### config.mk
export PLATFORM = sky130hd
export DESIGN_NAME = multicycle_arith_machine_flat
export DESIGN_NICKNAME = d
export VERILOG_FILES = /design/src/rtl/multicycle_arith_machine_pkg.sv /design/src/rtl/multicycle_arith_machine_if.sv /design/src/rtl/multicycle_arith_machine_decode.sv /design/src/rtl/multicycle_arith_machine.sv /design/src/flat_wrapper.sv
export SDC_FILE = /design/constraint.sdc
export NUM_CORES = 1
export LEC_CHECK = 0
export CAP_MARGIN = 5
export CORE_UTILIZATION = 48
export DETAILED_ROUTE_END_ITERATION = 10
export HOLD_SLACK_MARGIN = 0.1
export PLACE_DENSITY = 0.77
export SYNTH_ARGS = -nofsm -noshare
export SYNTH_HDL_FRONTEND = slang
export SYNTH_SLANG_ARGS = --single-unit
### constraint.sdc
create_clock -name clock -period 2.5 [get_ports clock]
set_clock_uncertainty 0.05 [all_clocks]
set_input_delay 0.5 -clock clock [delete_from_list [all_inputs] [get_ports clock]]
set_output_delay 0.5 -clock clock [all_outputs]
set_load 0.005 [all_outputs]
### src/rtl/multicycle_arith_machine_pkg.sv
// Shared constants for the multicycle arithmetic machine: instruction encodings,
// ALU operation codes and the controller state enum.
package multicycle_arith_machine_pkg;

  localparam logic [5:0] OP_RTYPE = 6'h00;
  localparam logic [5:0] OP_ADDI  = 6'h08;
  localparam logic [5:0] OP_ANDI  = 6'h0C;
  localparam logic [5:0] OP_ORI   = 6'h0D;
  localparam logic [5:0] OP_XORI  = 6'h0E;

  localparam logic [5:0] FN_ADD = 6'h20;
  localparam logic [5:0] FN_SUB = 6'h22;
  localparam logic [5:0] FN_AND = 6'h24;
  localparam logic [5:0] FN_OR  = 6'h25;
  localparam logic [5:0] FN_XOR = 6'h26;
  localparam logic [5:0] FN_NOR = 6'h27;

  typedef enum logic [2:0] {
    ALU_ADD,
    ALU_SUB,
    ALU_AND,
    ALU_OR,
    ALU_XOR,
    ALU_NOR
  } alu_op_e;

  typedef enum logic [2:0] {
    ST_FETCH,
    ST_DECODE,
    ST_EXECUTE,
    ST_WRITEBACK,
    ST_HALT
  } state_e;

endpackage

### src/rtl/multicycle_arith_machine_if.sv
// Instruction-memory port: the machine (master) requests, memory (slave) answers.
interface multicycle_arith_machine_if #(
  parameter int WIDTH = 32
);
  logic             imem_req;
  logic [WIDTH-1:0] imem_addr;
  logic             imem_valid;
  logic [31:0]      imem_data;

  modport master (output imem_req, imem_addr, input imem_valid, imem_data);
  modport slave  (input imem_req, imem_addr, output imem_valid, imem_data);
endinterface

### src/rtl/multicycle_arith_machine_decode.sv
// Combinational instruction decoder: ALU op, destination select, immediate handling
// and illegal-instruction detection (unknown encodings or out-of-range registers).
module mc_decode
  import multicycle_arith_machine_pkg::*;
#(
  parameter int NREGS = 32
) (
  input  logic [31:0] instr_i,
  output alu_op_e     alu_op_o,
  output logic        use_imm_o,
  output logic        imm_sign_o,
  output logic        dest_rt_o,
  output logic        illegal_o,
  output logic [4:0]  rs_o,
  output logic [4:0]  rt_o,
  output logic [4:0]  rd_o,
  output logic [15:0] imm_o
);

  logic [5:0] opcode;
  logic [5:0] funct;
  logic       badOp;
  logic       badReg;

  assign opcode = instr_i[31:26];
  assign funct  = instr_i[5:0];
  assign rs_o   = instr_i[25:21];
  assign rt_o   = instr_i[20:16];
  assign rd_o   = instr_i[15:11];
  assign imm_o  = instr_i[15:0];

  always_comb begin
    alu_op_o   = ALU_ADD;
    use_imm_o  = 1'b1;
    imm_sign_o = 1'b0;
    dest_rt_o  = 1'b1;
    badOp      = 1'b0;
    case (opcode)
      OP_RTYPE: begin
        use_imm_o = 1'b0;
        dest_rt_o = 1'b0;
        case (funct)
          FN_ADD:  alu_op_o = ALU_ADD;
          FN_SUB:  alu_op_o = ALU_SUB;
          FN_AND:  alu_op_o = ALU_AND;
          FN_OR:   alu_op_o = ALU_OR;
          FN_XOR:  alu_op_o = ALU_XOR;
          FN_NOR:  alu_op_o = ALU_NOR;
          default: badOp = 1'b1;
        endcase
      end
      OP_ADDI: begin
        alu_op_o   = ALU_ADD;
        imm_sign_o = 1'b1;
      end
      OP_ANDI: alu_op_o = ALU_AND;
      OP_ORI:  alu_op_o = ALU_OR;
      OP_XORI: alu_op_o = ALU_XOR;
      default: badOp = 1'b1;
    endcase
    // The rd field only names a register for R-type; in I-type it is immediate bits.
    badReg = (32'(rs_o) >= NREGS) || (32'(rt_o) >= NREGS) ||
             (!dest_rt_o && (32'(rd_o) >= NREGS));
  end

  assign illegal_o = badOp | badReg;

endmodule

### src/rtl/multicycle_arith_machine.sv
// Multicycle FETCH/DECODE/EXECUTE/WRITEBACK machine with register file and ALU;
// halts with a sticky exception flag on an illegal instruction.
module multicycle_arith_machine
  import multicycle_arith_machine_pkg::*;
#(
  parameter int WIDTH = 32,
  parameter int NREGS = 32
) (
  input  logic                        clock,
  input  logic                        reset,
  multicycle_arith_machine_if.master  imem,
  output logic                        except,
  output logic [31:0]                 retired
);

  localparam int RW = (NREGS > 1) ? $clog2(NREGS) : 1;

  state_e           state_q;
  logic [WIDTH-1:0] pc_q;
  logic [WIDTH-1:0] opa_q;
  logic [WIDTH-1:0] opb_q;
  logic [WIDTH-1:0] result_q;
  logic [31:0]      ir_q;
  logic [31:0]      retired_q;
  logic             req_q;
  logic             except_q;
  logic [WIDTH-1:0] rf_q [NREGS];

  alu_op_e          aluOp;
  logic             useImm;
  logic             immSign;
  logic             destRt;
  logic             illegal;
  logic [4:0]       rsField;
  logic [4:0]       rtField;
  logic [4:0]       rdField;
  logic [15:0]      imm;
  logic [WIDTH-1:0] imm_ext_d;
  logic [WIDTH-1:0] alu_d;
  logic [RW-1:0]    rsIdx;
  logic [RW-1:0]    rtIdx;
  logic [RW-1:0]    dstIdx;

  mc_decode #(.NREGS(NREGS)) u_decode (
    .instr_i    (ir_q),
    .alu_op_o   (aluOp),
    .use_imm_o  (useImm),
    .imm_sign_o (immSign),
    .dest_rt_o  (destRt),
    .illegal_o  (illegal),
    .rs_o       (rsField),
    .rt_o       (rtField),
    .rd_o       (rdField),
    .imm_o      (imm)
  );

  assign rsIdx  = rsField[RW-1:0];
  assign rtIdx  = rtField[RW-1:0];
  assign dstIdx = destRt ? rtField[RW-1:0] : rdField[RW-1:0];

  assign imem.imem_req  = req_q;
  assign imem.imem_addr = pc_q;
  assign except         = except_q;
  assign retired        = retired_q;

  always_comb begin
    imm_ext_d = WIDTH'(imm);
    if (immSign && imm[15]) imm_ext_d = imm_ext_d | ~WIDTH'(16'hFFFF);
  end

  always_comb begin
    case (aluOp)
      ALU_ADD: alu_d = opa_q + opb_q;
      ALU_SUB: alu_d = opa_q - opb_q;
      ALU_AND: alu_d = opa_q & opb_q;
      ALU_OR:  alu_d = opa_q | opb_q;
      ALU_XOR: alu_d = opa_q ^ opb_q;
      ALU_NOR: alu_d = ~(opa_q | opb_q);
      default: alu_d = '0;
    endcase
  end

  // The instruction register stays stable from DECODE through WRITEBACK, so the
  // decoder outputs remain valid for the ALU op and destination in later states.
  always_ff @(posedge clock or negedge reset) begin
    if (!reset) begin
      state_q   <= ST_FETCH;
      pc_q      <= '0;
      opa_q     <= '0;
      opb_q     <= '0;
      result_q  <= '0;
      ir_q      <= '0;
      retired_q <= '0;
      req_q     <= 1'b1;
      except_q  <= 1'b0;
      for (int i = 0; i < NREGS; i++) rf_q[i] <= '0;
    end else begin
      case (state_q)
        ST_FETCH: begin
          if (imem.imem_valid) begin
            ir_q    <= imem.imem_data;
            req_q   <= 1'b0;
            state_q <= ST_DECODE;
          end
        end
        ST_DECODE: begin
          if (illegal) begin
            except_q <= 1'b1;
            state_q  <= ST_HALT;
          end else begin
            opa_q   <= rf_q[rsIdx];
            opb_q   <= useImm ? imm_ext_d : rf_q[rtIdx];
            state_q <= ST_EXECUTE;
          end
        end
        ST_EXECUTE: begin
          result_q <= alu_d;
          state_q  <= ST_WRITEBACK;
        end
        ST_WRITEBACK: begin
          if (dstIdx != '0) rf_q[dstIdx] <= result_q;
          pc_q      <= pc_q + WIDTH'(4);
          retired_q <= retired_q + 32'd1;
          req_q     <= 1'b1;
          state_q   <= ST_FETCH;
        end
        ST_HALT: state_q <= ST_HALT;
        default: state_q <= ST_HALT;
      endcase
    end
  end

endmodule

### src/flat_wrapper.sv
// flat-port wrapper written by rule: the top's interface ports become plain ports
module multicycle_arith_machine_flat import multicycle_arith_machine_pkg::*;
#(
  parameter int WIDTH = 32,
  parameter int NREGS = 32
)
  (clock, reset, except, retired, imem_imem_req, imem_imem_addr, imem_imem_valid, imem_imem_data);
  multicycle_arith_machine_if #(.WIDTH(WIDTH)) imem_i ();
  input  logic clock;
  input  logic reset;
  output logic except;
  output logic [31:0] retired;
  output wire logic [$bits(imem_i.imem_req)-1:0] imem_imem_req;
  output wire logic [$bits(imem_i.imem_addr)-1:0] imem_imem_addr;
  input wire logic [$bits(imem_i.imem_valid)-1:0] imem_imem_valid;
  input wire logic [$bits(imem_i.imem_data)-1:0] imem_imem_data;
  assign imem_imem_req = imem_i.imem_req;
  assign imem_imem_addr = imem_i.imem_addr;
  assign imem_i.imem_valid = imem_imem_valid;
  assign imem_i.imem_data = imem_imem_data;
  multicycle_arith_machine #(.WIDTH(WIDTH), .NREGS(NREGS)) u_core (.clock(clock), .reset(reset), .imem(imem_i), .except(except), .retired(retired));
endmodule
# --- Word level (Yosys, flattened, before mapping) ---
# Cells that the tools add are included.
word_totals:
  reg_bits: 101
  in_bits: 35
  out_inout_bits: 66
  wordCells: 37
op_classes:
  addsub: 2
  eq_ne: 14
  n_mux: 7
  reduce_logical: 8
op_table:
  columns: ["operator", "count"]
  rows:
  - ["6-bit equality test, second input constant", 6]
  - ["32-bit by 1-bit adder with 32-bit output, second input constant", 1]
  - ["32-bit by 3-bit adder with 32-bit output, second input constant", 1]
  - ["6-bit by 4-bit equality test with 1-bit output, second input constant", 4]
  - ["3-bit case mux with 4 select lines", 1]
  - ["3-bit by 2-bit equality test with 1-bit output, second input constant", 2]
  - ["6-bit logical NOT", 1]
  - ["3-bit 2-to-1 mux", 2]
  - ["2-bit AND reduction", 3]
  - ["6-bit OR reduction", 1]
  - ["1-bit case mux with 2 select lines", 2]
  - ["4-bit OR reduction", 1]
  - ["3-bit by 1-bit equality test with 1-bit output, second input constant", 1]
  - ["3-bit logical NOT", 1]
  - ["1-bit 2-to-1 mux", 2]
  - ["2-bit != test, second input constant", 1]
  - ["2-bit nonzero test", 1]

# --- Depth between registers and ports, before layout ---
logic_depth:
  ltp_word: 6
  depth_mapped: 7
  ltp_nobuf: 4

# --- Cells and area by module ---
# From an unflattened synthesis, not the netlist that was laid out.
hier_totals:
  cells_unflattened: 402
  area_unflattened_um2: 4699.5
modules_own_cells:
  columns: ["module", "instances", "cells_per_inst", "area_each_um2"]
  rows:
  - ["multicycle_arith_machine", 1, 348, 4301.6]
  - ["mc_decode", 1, 54, 397.9]

# --- Worst setup path after synthesis ---
# OpenSTA, ideal clock, no wires.
synth_timing:
  path_kind: "register to register"
  startpoint: "register u_core.state_q[0]"
  endpoint: "register u_core.ir_q[0]"
  setup_ns: 0.125
  t_arrival_ns: 1.751
  t_required_ns: 2.325
  setup_slack_ns: 0.574
  stages_incl_launch_ff: 5
  cell_sequence: "dfrtp_1 -> clkbuf_1 -> nor4b_1 -> buf_2 -> mux2_2"
synth_between:
  elab_chain_len: 2
synth_rtl:
  columns: ["element", "line_no", "text"]
  rows:
  - ["start: declaration", "multicycle_arith_machine.sv:18", "state_e state_q;"]
  - ["start signal: assignment", "multicycle_arith_machine.sv:87", "state_q <= ST_FETCH;"]
  - ["start signal: assignment", "multicycle_arith_machine.sv:103", "state_q <= ST_DECODE;"]
  - ["start signal: assignment", "multicycle_arith_machine.sv:109", "state_q <= ST_HALT;"]
  - ["3-bit logical NOT", "multicycle_arith_machine.sv:98", "case (state_q)"]
  - ["2-bit AND reduction (no source line)", null, null]
  - ["end signal: assignment", "multicycle_arith_machine.sv:101", "ir_q <= imem.imem_data;"]
  - ["end: declaration", "multicycle_arith_machine.sv:23", "logic [31:0] ir_q;"]
# No other way between the ends.
# A chain may end at the register's enable or synchronous reset.

# --- Final worst setup path ---
layout_timing:
  startpoint: "register u_core.state_q[0]"
  endpoint: "register u_core.pc_q[11] (netlist: u_core.imem.imem_addr[11])"
layout_between:
  elab_chain_len: 1
layout_rtl:
  columns: ["element", "line_no", "text"]
  rows:
  - ["3-bit by 2-bit equality test with 1-bit output", null, null]
  - ["end signal: assignment", "multicycle_arith_machine.sv:122", "pc_q <= pc_q + WIDTH'(4);"]
  - ["end: declaration", "multicycle_arith_machine.sv:19", "logic [WIDTH-1:0] pc_q;"]
# No other way between the ends.

==> impl_metrics.env <==
export IMPL_clk_latency_ps=330
export IMPL_dieArea_sq_um=7780
export IMPL_ant_nets=0
export IMPL_grt_max_degree=50
export IMPL_crit_cells=4
export IMPL_syn_inst=317
export IMPL_final_setup_worst_slack_ps=401
export IMPL_netlist_top_cells_area="dfrtp_1 54%, xor2_1 7.9%, xnor2_1 6.9%"
export IMPL_post_cts_resize_count=0
export IMPL_ys_async_sr_fraction=1.00
export IMPL_p_leak_uw=0.00208
export IMPL_worst_path_buf_inv=0
export IMPL_drive_gt1_frac=0.0995
export IMPL_antenna_found_initial=0
export IMPL_cp_cell_sequence="and3b_1, nand3_1, or3_1, xnor2_1"
export IMPL_cp_required_ps=2660
export IMPL_ff2ff_setup_slack_ps=400
export IMPL_final_max_slew_violation_count=0
export IMPL_syn_to_final_growth_pct=29.7
export IMPL_drc_errors=0
export IMPL_vias=2578
export IMPL_synth_edf_count=0
export IMPL_syn_avg_cell_area_sq_um=11.3
export IMPL_row_count=31
export IMPL_synth_seq_area_share=0.547
export IMPL_endpoint_kind="flop"
export IMPL_status="finished, final reports clean"
export IMPL_r2r_end="u_core.imem.imem_addr[11]$_DFFE_PN0P_"
export IMPL_die_x_microns=88.2
export IMPL_dp_cells=484
export IMPL_drtIter0Drc=103
export IMPL_portBuffers=77
export IMPL_clock_fmax_mhz=476
export IMPL_r2r_cells=4
export IMPL_cp_top_family="simple AND/OR/NAND/NOR gates"
export IMPL_reg2reg_from="u_core.state_q[0]$_DFFE_PN0P_"
export IMPL_ios=101
export IMPL_grt_overflow=0
export IMPL_via_per_inst=5.15
export IMPL_dp_final_hpwl_microns=5030
export IMPL_critPathLaunch="u_core.state_q[0]$_DFFE_PN0P_"
export IMPL_cts_root_buf="clkbuf_8"
export IMPL_clkSinkCount=78
export IMPL_placed_cell_area_sq_um=4430
export IMPL_post_cts_buffers=0
export IMPL_timing_critical_path_arrival_ps=2260
export IMPL_instances_no_fill=501
export IMPL_n_antenna_cell=0
export IMPL_grt_pass1_vias=2520
export IMPL_htree_levels=3
export IMPL_finalCritPeriodShare=0.840
export IMPL_worstPathMaxFanout=13
export IMPL_fill_cells=593
export IMPL_tritoncts="built"
export IMPL_ys_seq_elements=78
export IMPL_synth_warnings=0
export IMPL_ys_flop_type="dfrtp_1"
export IMPL_start_util=0.495
export IMPL_synth_cell_types=38
export IMPL_max_slew_margin_rel=0.600
export IMPL_cts_buffers=9
export IMPL_peakVddDrop_uv=366
export IMPL_final_area_sq_um=4630
export IMPL_first_pass_iters=4
export IMPL_yosys_area_top_type="dfrtp_1"
export IMPL_clkTransAtPathRegs_ps=80
export IMPL_num_nets_final=434
export IMPL_min_path_type="reg -> reg"
export IMPL_synth_top_area_frac=0.540
export IMPL_wl_per_cell_microns=14.2
export IMPL_netlist_area_sq_um=3570
export IMPL_finalSetupViolCount=0
export IMPL_slowest_delay_ps=500
export IMPL_pwr_density_cell_nw_per_um2=557
export IMPL_wl_microns=7090
export IMPL_cts_buffer_depth=2
export IMPL_critical_path_class="reg -> reg"
export IMPL_grt_pass1_wl_microns=11800
export IMPL_hold_viol_final=0
export IMPL_crit_path_top_delay_cell="or3_1"
export IMPL_crit_end="u_core.imem.imem_addr[11]$_DFFE_PN0P_"
export IMPL_setup_tns_ps=0
export IMPL_cp_start_kind="flop"
export IMPL_core_sq_um=7210
export IMPL_tightestPinTransition_ps=599
export IMPL_dpl_worst_slack_ps=375
export IMPL_rsz0062_at_grt="no"
export IMPL_finalCriticalPeriod_ps=2100
export IMPL_maxCapViolations=0
export IMPL_gp_congestion=0.763
export IMPL_die_y_microns=88.2
export IMPL_grt_total_usage=0.198
[synth_stat cells, types with 2 or more instances]
cell,instances
nand2_1,27
nand4_1,19
inv_1,14
xnor2_1,28
nor4b_1,2
mux2_2,10
buf_4,2
ha_1,2
and4_1,5
dfrtp_1,77
nor4_1,15
nor2_1,10
buf_2,3
nand3_1,14
xor2_1,32
and2_1,8
o21ai_0,2
and3_1,8
nor3_1,13
clkbuf_1,6
nor4_2,3
[sequential cells by signal (all words and copies together), names as in the netlist]
signal	cells
u_core.state_q	3
u_core.imem.imem_req	1
u_core.ir_q	11
u_core.retired	32
u_core.imem.imem_addr	30
u_core.except	1
[final cells by class]
type                       count  area (sq um)  area share
multi-input combinational    212          1490       0.322
inverter                      14          52.6      0.0114
timing repair buffer          82           821       0.177
clock buffer                   9           124      0.0268
clock inverter                 7          65.1      0.0141
sequential                    78          1950       0.422
tap                           99           124      0.0268
[kinds of logic after synthesis]
| logic type | count (synthesis) | share of synthesized area |
|---|---|---|
| and+or+nand+nor | 131 | 0.213 |
| DFF | 78 | 0.547 |
| xor gates and xnor gates | 60 | 0.147 |
| buffers and inverters | 28 | 0.0379 |
| muxes | 10 | 0.0316 |
| AOI/OAI and AO/OA | 6 | 0.0123 |
| adders and majority gates | 3 | 0.00982 |
| other | 1 | 0.00105 |
[report_power, final]
part / switching, uW / total [uW] / internal, uW
sequential: 64.9 / 1440 / 1370
clock: 446 / 900 / 454
combinational: 94.6 / 244 / 149
[worst min path at each step]
stage | from | endpoint | slack, ps | cells after the start
2_1_floorplan | reset | u_core.except$_DFFE_PN0P_ | 150 | 0
3_3_place_gp | reset | u_core.retired[9]$_DFFE_PN0P_ | 410 | 1
3_5_place_dp | reset | u_core.retired[9]$_DFFE_PN0P_ | 410 | 1
4_1_cts | u_core.retired[31]$_DFFE_PN0P_ | u_core.retired[31]$_DFFE_PN0P_ | 430 | 1
5_1_grt | u_core.except$_DFFE_PN0P_ | u_core.except$_DFFE_PN0P_ | 450 | 1
6_report | u_core.retired[31]$_DFFE_PN0P_ | u_core.retired[31]$_DFFE_PN0P_ | 420 | 1
[routing by layer]
metal	up-vias	track usage	wire length, microns
li1	1260	-	-
met1	1252	0.264	3330
met2	54	0.314	3380
met3	12	0.0373	241
met4	0	0.0938	138
met5	-	0	0
[metrics by stage]
step,hold slack (ps),total power [uW],utilization
after global routing,449,2710,0.642
final,425,2580,0.642
after floorplan,154,1600,-
after CTS,427,2620,0.642
after global placement,409,1690,0.614
after detailed placement,407,1710,0.614
[cell usage in the layout, fill, tap and decap left out, drive strengths merged, types with 2 or more instances in the layout]
master and instances:
and4 5, clkinv 4, mux2 10, nor2 10
nand3 14, or4 2, and3 8, xor2 32
nand4 21, clkdlybuf4s50 76, clkinvlp 2, nor4 18
conb 2, dfrtp 77, ha 2, inv 14
xnor2 28, o21ai 2, buf 5, and2 8
nor4b 2, clkbuf 9, nor3 13, nand2 27
[what timing repair did]
| action | in CTS | in global routing |
|---|---|---|
| hold endpoints to repair | 29 | 0 |
| endpoints found under the setup margin | 0 | 0 |
| hold buffers | 1 | 0 |
Note: power is estimated with default switching activity, not from simulation.
